<file path="config.mk">
export PLATFORM = sky130hd
export DESIGN_NAME = fetch_hazard_ctrl_flat
export DESIGN_NICKNAME = d
export VERILOG_FILES = /design/src/rtl/fetch_hazard_ctrl_if.sv /design/src/rtl/fetch_hazard_ctrl.sv /design/src/flat_wrapper.sv
export SDC_FILE = /design/constraint.sdc
export NUM_CORES = 1
export LEC_CHECK = 0
export BUFFER_PORTS_ARGS = -buffer_cell sky130_fd_sc_hd__buf_4
export CORE_AREA = 2 2 39 41
export CTS_CLUSTER_SIZE = 14
export DETAILED_ROUTE_END_ITERATION = 8
export DIE_AREA = 0 0 41 43
export PLACE_DENSITY_LB_ADDON = 0.12
export SLEW_MARGIN = 20
export SYNTH_ARGS = -nofsm -noshare
export SYNTH_HDL_FRONTEND = slang
export SYNTH_SLANG_ARGS = --single-unit
</file>
<file path="constraint.sdc">
create_clock -name clk -period 2.25 [get_ports clk]
set_input_delay 0.45 -clock clk [delete_from_list [all_inputs] [get_ports clk]]
set_output_delay 0.45 -clock clk [all_outputs]
set_load 0.02 [all_outputs]
</file>
<file path="src/rtl/fetch_hazard_ctrl_if.sv">
// ============================================================================
// Module      : fetch_hazard_ctrl_if
// Description : Hazard inputs and fetch-control outputs of the fetch hazard
//               controller. stall_cnt exists only when STALL_PERF_EN is defined.
// Revision    : 1.0 - initial release
// ============================================================================
`default_nettype none

interface fetch_hazard_ctrl_if;
  logic       ld_use_hz;
  logic       md_use_D;
  logic       md_start;
  logic       md_is_div;
  logic       jump_D;
  logic       jr_D;
  logic       br_taken_D;
  logic [1:0] NPCOp;
  logic       enPC;
  logic       enD;
  logic       clrE;
  logic       stall;
  logic       md_busy;
`ifdef STALL_PERF_EN
  logic [31:0] stall_cnt;
`endif

  // master: the controller; slave: the pipeline datapath it steers
  modport master (
`ifdef STALL_PERF_EN
    output stall_cnt,
`endif
    input  ld_use_hz, md_use_D, md_start, md_is_div, jump_D, jr_D, br_taken_D,
    output NPCOp, enPC, enD, clrE, stall, md_busy
  );

  modport slave (
`ifdef STALL_PERF_EN
    input  stall_cnt,
`endif
    output ld_use_hz, md_use_D, md_start, md_is_div, jump_D, jr_D, br_taken_D,
    input  NPCOp, enPC, enD, clrE, stall, md_busy
  );
endinterface

`default_nettype wire

</file>
<file path="src/rtl/fetch_hazard_ctrl.sv">
// ============================================================================
// Module      : fetch_hazard_ctrl
// Description : Fetch-stage sequencer for a 5-stage MIPS pipeline: load-use and
//               mult/div stalls, jump/branch/jr redirect, mult/div latency count.
//               Optional macro STALL_PERF_EN adds a saturating stall counter.
// Revision    : 1.0 - initial release
// ============================================================================
`default_nettype none

module fetch_hazard_ctrl #(
  parameter int MULT_CYCLES = 5,
  parameter int DIV_CYCLES  = 10
) (
  input  logic                 clk,
  input  logic                 reset,
  fetch_hazard_ctrl_if.master  bus
);

  typedef enum logic [0:0] {
    BOOT = 1'b0,
    RUN  = 1'b1
  } state_t;

  localparam logic [1:0] NPC_ADD4  = 2'b00;
  localparam logic [1:0] NPC_JUMP  = 2'b01;
  localparam logic [1:0] NPC_RD1   = 2'b10;
  localparam logic [1:0] NPC_RESET = 2'b11;

  localparam logic [3:0] MULT_LOAD = 4'(MULT_CYCLES);
  localparam logic [3:0] DIV_LOAD  = 4'(DIV_CYCLES);

  state_t     state_q, state_d;
  logic [3:0] md_cnt_q, md_cnt_d;
  logic       run;
  logic       busy;
  logic       stall_run;

  assign run       = (state_q == RUN);
  assign busy      = (md_cnt_q != 4'd0);
  // md_start bypass: the consumer stalls in the same cycle the op enters E
  assign stall_run = bus.ld_use_hz | (bus.md_use_D & (busy | bus.md_start));

  always_comb begin
    bus.NPCOp   = NPC_RESET;
    bus.enPC    = 1'b1;
    bus.enD     = 1'b0;
    bus.clrE    = 1'b1;
    bus.stall   = 1'b0;
    bus.md_busy = 1'b0;
    if (run) begin
      bus.stall   = stall_run;
      bus.md_busy = busy;
      if (stall_run) begin
        // redirect held off: D-stage operands are stale until the stall drops
        bus.NPCOp = NPC_ADD4;
        bus.enPC  = 1'b0;
        bus.enD   = 1'b0;
        bus.clrE  = 1'b1;
      end else begin
        bus.enPC = 1'b1;
        bus.enD  = 1'b1;
        bus.clrE = 1'b0;
        if (bus.jr_D) begin
          bus.NPCOp = NPC_RD1;
        end else if (bus.jump_D | bus.br_taken_D) begin
          bus.NPCOp = NPC_JUMP;
        end else begin
          bus.NPCOp = NPC_ADD4;
        end
      end
    end
  end

  always_comb begin
    state_d  = RUN;
    md_cnt_d = 4'd0;
    if (run) begin
      if (busy) begin
        md_cnt_d = md_cnt_q - 4'd1;
      end else if (bus.md_start) begin
        md_cnt_d = bus.md_is_div ? DIV_LOAD : MULT_LOAD;
      end
    end
  end

  always_ff @(posedge clk) begin
    if (reset) begin
      state_q  <= BOOT;
      md_cnt_q <= 4'd0;
    end else begin
      state_q  <= state_d;
      md_cnt_q <= md_cnt_d;
    end
  end

`ifdef STALL_PERF_EN
  logic [31:0] stall_cnt_q, stall_cnt_d;

  always_comb begin
    stall_cnt_d = stall_cnt_q;
    if (run && stall_run && (stall_cnt_q != 32'hFFFF_FFFF)) begin
      stall_cnt_d = stall_cnt_q + 32'd1;
    end
  end

  always_ff @(posedge clk) begin
    if (reset) begin
      stall_cnt_q <= 32'd0;
    end else begin
      stall_cnt_q <= stall_cnt_d;
    end
  end

  assign bus.stall_cnt = stall_cnt_q;
`endif

endmodule

`default_nettype wire

</file>
<file path="src/flat_wrapper.sv">
// flat-port wrapper written by rule: the top's interface ports become plain ports
module fetch_hazard_ctrl_flat 
#(
  parameter int MULT_CYCLES = 5,
  parameter int DIV_CYCLES  = 10
)
  (clk, reset, bus_ld_use_hz, bus_md_use_D, bus_md_start, bus_md_is_div, bus_jump_D, bus_jr_D, bus_br_taken_D, bus_NPCOp, bus_enPC, bus_enD, bus_clrE, bus_stall, bus_md_busy);
  fetch_hazard_ctrl_if bus_i ();
  input  logic clk;
  input  logic reset;
  input wire logic [$bits(bus_i.ld_use_hz)-1:0] bus_ld_use_hz;
  input wire logic [$bits(bus_i.md_use_D)-1:0] bus_md_use_D;
  input wire logic [$bits(bus_i.md_start)-1:0] bus_md_start;
  input wire logic [$bits(bus_i.md_is_div)-1:0] bus_md_is_div;
  input wire logic [$bits(bus_i.jump_D)-1:0] bus_jump_D;
  input wire logic [$bits(bus_i.jr_D)-1:0] bus_jr_D;
  input wire logic [$bits(bus_i.br_taken_D)-1:0] bus_br_taken_D;
  output wire logic [$bits(bus_i.NPCOp)-1:0] bus_NPCOp;
  output wire logic [$bits(bus_i.enPC)-1:0] bus_enPC;
  output wire logic [$bits(bus_i.enD)-1:0] bus_enD;
  output wire logic [$bits(bus_i.clrE)-1:0] bus_clrE;
  output wire logic [$bits(bus_i.stall)-1:0] bus_stall;
  output wire logic [$bits(bus_i.md_busy)-1:0] bus_md_busy;
  assign bus_i.ld_use_hz = bus_ld_use_hz;
  assign bus_i.md_use_D = bus_md_use_D;
  assign bus_i.md_start = bus_md_start;
  assign bus_i.md_is_div = bus_md_is_div;
  assign bus_i.jump_D = bus_jump_D;
  assign bus_i.jr_D = bus_jr_D;
  assign bus_i.br_taken_D = bus_br_taken_D;
  assign bus_NPCOp = bus_i.NPCOp;
  assign bus_enPC = bus_i.enPC;
  assign bus_enD = bus_i.enD;
  assign bus_clrE = bus_i.clrE;
  assign bus_stall = bus_i.stall;
  assign bus_md_busy = bus_i.md_busy;
  fetch_hazard_ctrl #(.MULT_CYCLES(MULT_CYCLES), .DIV_CYCLES(DIV_CYCLES)) u_core (.clk(clk), .reset(reset), .bus(bus_i));
endmodule
</file>
==> flow_metrics.py <==
metrics = {
    "worst_setup_path": {
        "startpoint_type": "flip-flop",
        "r2r-start": "u_core.md_cnt_q[1]$_SDFF_PP0_",
        "critPathMaxFanout": 2,
        "startpoint": "u_core.md_cnt_q[1]$_SDFF_PP0_",
        "end_kind": "output pin",
        "worst-setup-path-type": "reg -> out",
        "crit_required_ps": 1800,
        "slowest_delay_ps": 460,
        "critPathSlowestCell": "or4b_4",
        "path_cells": "inv_2 > ha_4 > or4b_4 > and2_4 > o41ai_2 > buf_4",
        "worstPathArrival_ps": 1820,
    },
    "timing": {
        "fin_crit_ps": 2270,
        "tightest_slew_ps": 285,
        "max_freq_mhz": 441,
        "drv_slew": 0,
        "hold_viol": 0,
        "fin_crit_sh_pct": 101,
        "finClkSkew_ps": 1.53,
        "worst_hold_slack_ps": 371,
        "slew_headroom_pct": 80.9,
        "rsz0062_at_grt": "true",
        "fin_ws_ps": -17.3,
        "finalSetupViolCount": 1,
    },
    "clocking": {
        "clkTransAtPathRegs_ps": 40,
        "clock_sinks": 5,
        "ctsRootBufferMaster": "clkbuf_4",
        "clock_path_buffers": 2,
        "ctsHoldBuffers": 0,
        "htreeDepth": 1,
        "cts_buffers": 3,
        "insertion_delay_ps": 240,
        "cts_tree": "done",
    },
    "global_route": {
        "grt_first_pass_wirelength_mm": 1.33,
        "grt_use_total_pct": 11.5,
        "grt_antenna_before_repair": 0,
        "grt_pass1_vias": 315,
        "grt_max_degree": 9,
        "grt_overflow": 0,
    },
    "power": {
        "p_leak_nw": 0.222,
        "p_seq_share_pct": 32.9,
        "power_per_cell_area_nw_per_um2": 613,
        "netSwitchingFraction_pct": 28.6,
        "p_int_uw": 224,
        "ir_worst_vdd_v": 0.000259,
        "combPwrFrac_pct": 35.5,
        "power.switching_uw": 89.7,
        "clockPowerShare_pct": 31.7,
    },
    "run_status": {
        "failed_checks": "setup timing",
        "status": "finished with violations",
    },
    "floorplan": {
        "die_h_um": 43,
        "die_area_um2": 1760,
        "rows": 14,
        "num_io_pins": 16,
        "start_util_pct": 21.8,
        "die_w_um": 41,
        "fp.coreArea_um2": 1380,
    },
    "synthesis": {
        "synth-seq-area-share_pct": 33.2,
        "async_flop_share_pct": 0,
        "synth-seq-cells": 5,
        "synth_warnings": 0,
        "yosys.cell_types.count": 19,
        "synthesis.instances": 35,
        "syn-cell-area_um2": 302,
        "synth-main-ff-cell": "dfxtp_1",
        "syn-num-nets": 45,
        "avgSynthCellArea_um2": 8.62,
        "synth-edff-count": 0,
    },
    "placement": {
        "placed_cells": 67,
        "hpwl_um": 579,
        "gp_congestion": 0.805,
        "portBuffers": 15,
        "placed_cell_area_um2": 442,
    },
    "route": {
        "wire_per_inst_um": 10.4,
        "drc": 0,
        "vias": 335,
        "drt-pass1-iter-count": 2,
        "ant_nets": 0,
        "drtIter0Drc": 7,
        "routed_wl_um": 772,
        "via_per_inst": 4.53,
    },
    "layout": {
        "layout-drive-gt1-share_pct": 56.9,
        "layout_commonest_cell": "buf_4",
        "diodes": 0,
        "final_cells": 74,
        "area_growth_pct": 69.7,
        "nNetsFinal": 69,
        "final_cell_mix": "buf_4, nor2b_1, a211oi_1, clkbuf_4, dfxtp_1",
        "final_area_um2": 512,
    },
    "min_path": {
        "hold_path_class": "in -> reg",
        "min_from": "reset",
    },
    "job": {
        "cap_violations": 0,
    },
}
## synthesized netlist by cell type, types with 2 or more instances
master | instances | area share (%)
nor2_1 | 2 | 2.5
nand2_1 | 2 | 2.5
and2_1 | 2 | 4.1
inv_1 | 3 | 3.7
o21ai_0 | 2 | 3.3
dfxtp_1 | 5 | 33
a211oi_1 | 3 | 7.5
nor2b_1 | 3 | 6.2
a21oi_1 | 3 | 5.0
## power by group through the flow
stage	Sequential, mW	Clock (mW)	Combinational [mW]
6_report	0.103	0.0994	0.111
3_5_place_dp	0.104	0	0.0959
2_1_floorplan	0.102	0	0.0583
5_1_grt	0.104	0.108	0.121
4_1_cts	0.102	0.106	0.108
3_3_place_gp	0.104	0	0.0986
## sequential cells by signal, summed over array words and instances (netlist names)
name / cells
u_core.md_cnt_q: 4
u_core.run: 1
## path summary, 6_finish.rpt
path / slack (ps) / depth (start not counted) / end
max reg2reg: 800 / 7 / u_core.md_cnt_q[3]$_SDFF_PP0_
max: -20 / 6 / bus_NPCOp[0]
min: 370 / 2 / u_core.run$_DFF_P_
min reg2reg: 550 / 1 / u_core.md_cnt_q[3]$_SDFF_PP0_
## layer usage
layer,part of all wire [%],routed length [µm],up-vias,global-route usage [%]
met2,55,423,3,16.3
met1,43,332,159,13.3
met3,2.1,16,0,3.14
li1,-,-,173,-
met4,0,0,0,10.0
met5,0,0,-,0
## critical path: cells and delay by family, from the launching register on
family,cells,cell delay [ps]
and+or+nand+nor,2,620
DFF,1,320
AOI/OAI and AO/OA,1,260
buffers and inverters,2,250
adders and majority gates,1,120
## stage by stage
step | power [mW] | worst slack, ps | TNS, ps | utilization, %
final | 0.314 | -17.3 | -17.3 | 37.0
after detailed placement | 0.200 | 112 | 0 | 31.9
after global placement | 0.202 | 117 | 0 | 31.9
after CTS | 0.316 | -61.0 | -89.8 | 36.5
after floorplan | 0.160 | 106 | 0 | -
after global routing | 0.333 | -69.5 | -69.5 | 37.0
## final cells by class
cell class	count	area, µm²
inverters	3	11.3
clock buffers	4	26.3
multi-input cells	27	209
repair buffers	19	143
well taps	16	20.0
flip-flops and latches	5	103
fillers	145	872
## logic make-up (layout without fill, tap and decap cells)
group | after synthesis | after routing | synth area share [%]
DFF | 5 | 5 | 33.2
AOI/OAI and AO/OA | 11 | 11 | 27.4
adders and majority gates | 1 | 1 | 4.15
buffers and inverters | 3 | 26 | 3.73
and+or+nand+nor | 15 | 15 | 31.5
## what timing repair did
item                       in CTS  in global routing
pin swaps                       3                  1
buffers inserted                3                  0
resized for setup               6                  2
setup endpoints to repair       5                  6
hold endpoints to repair        0                  0
(Power assumes the default switching activity.)
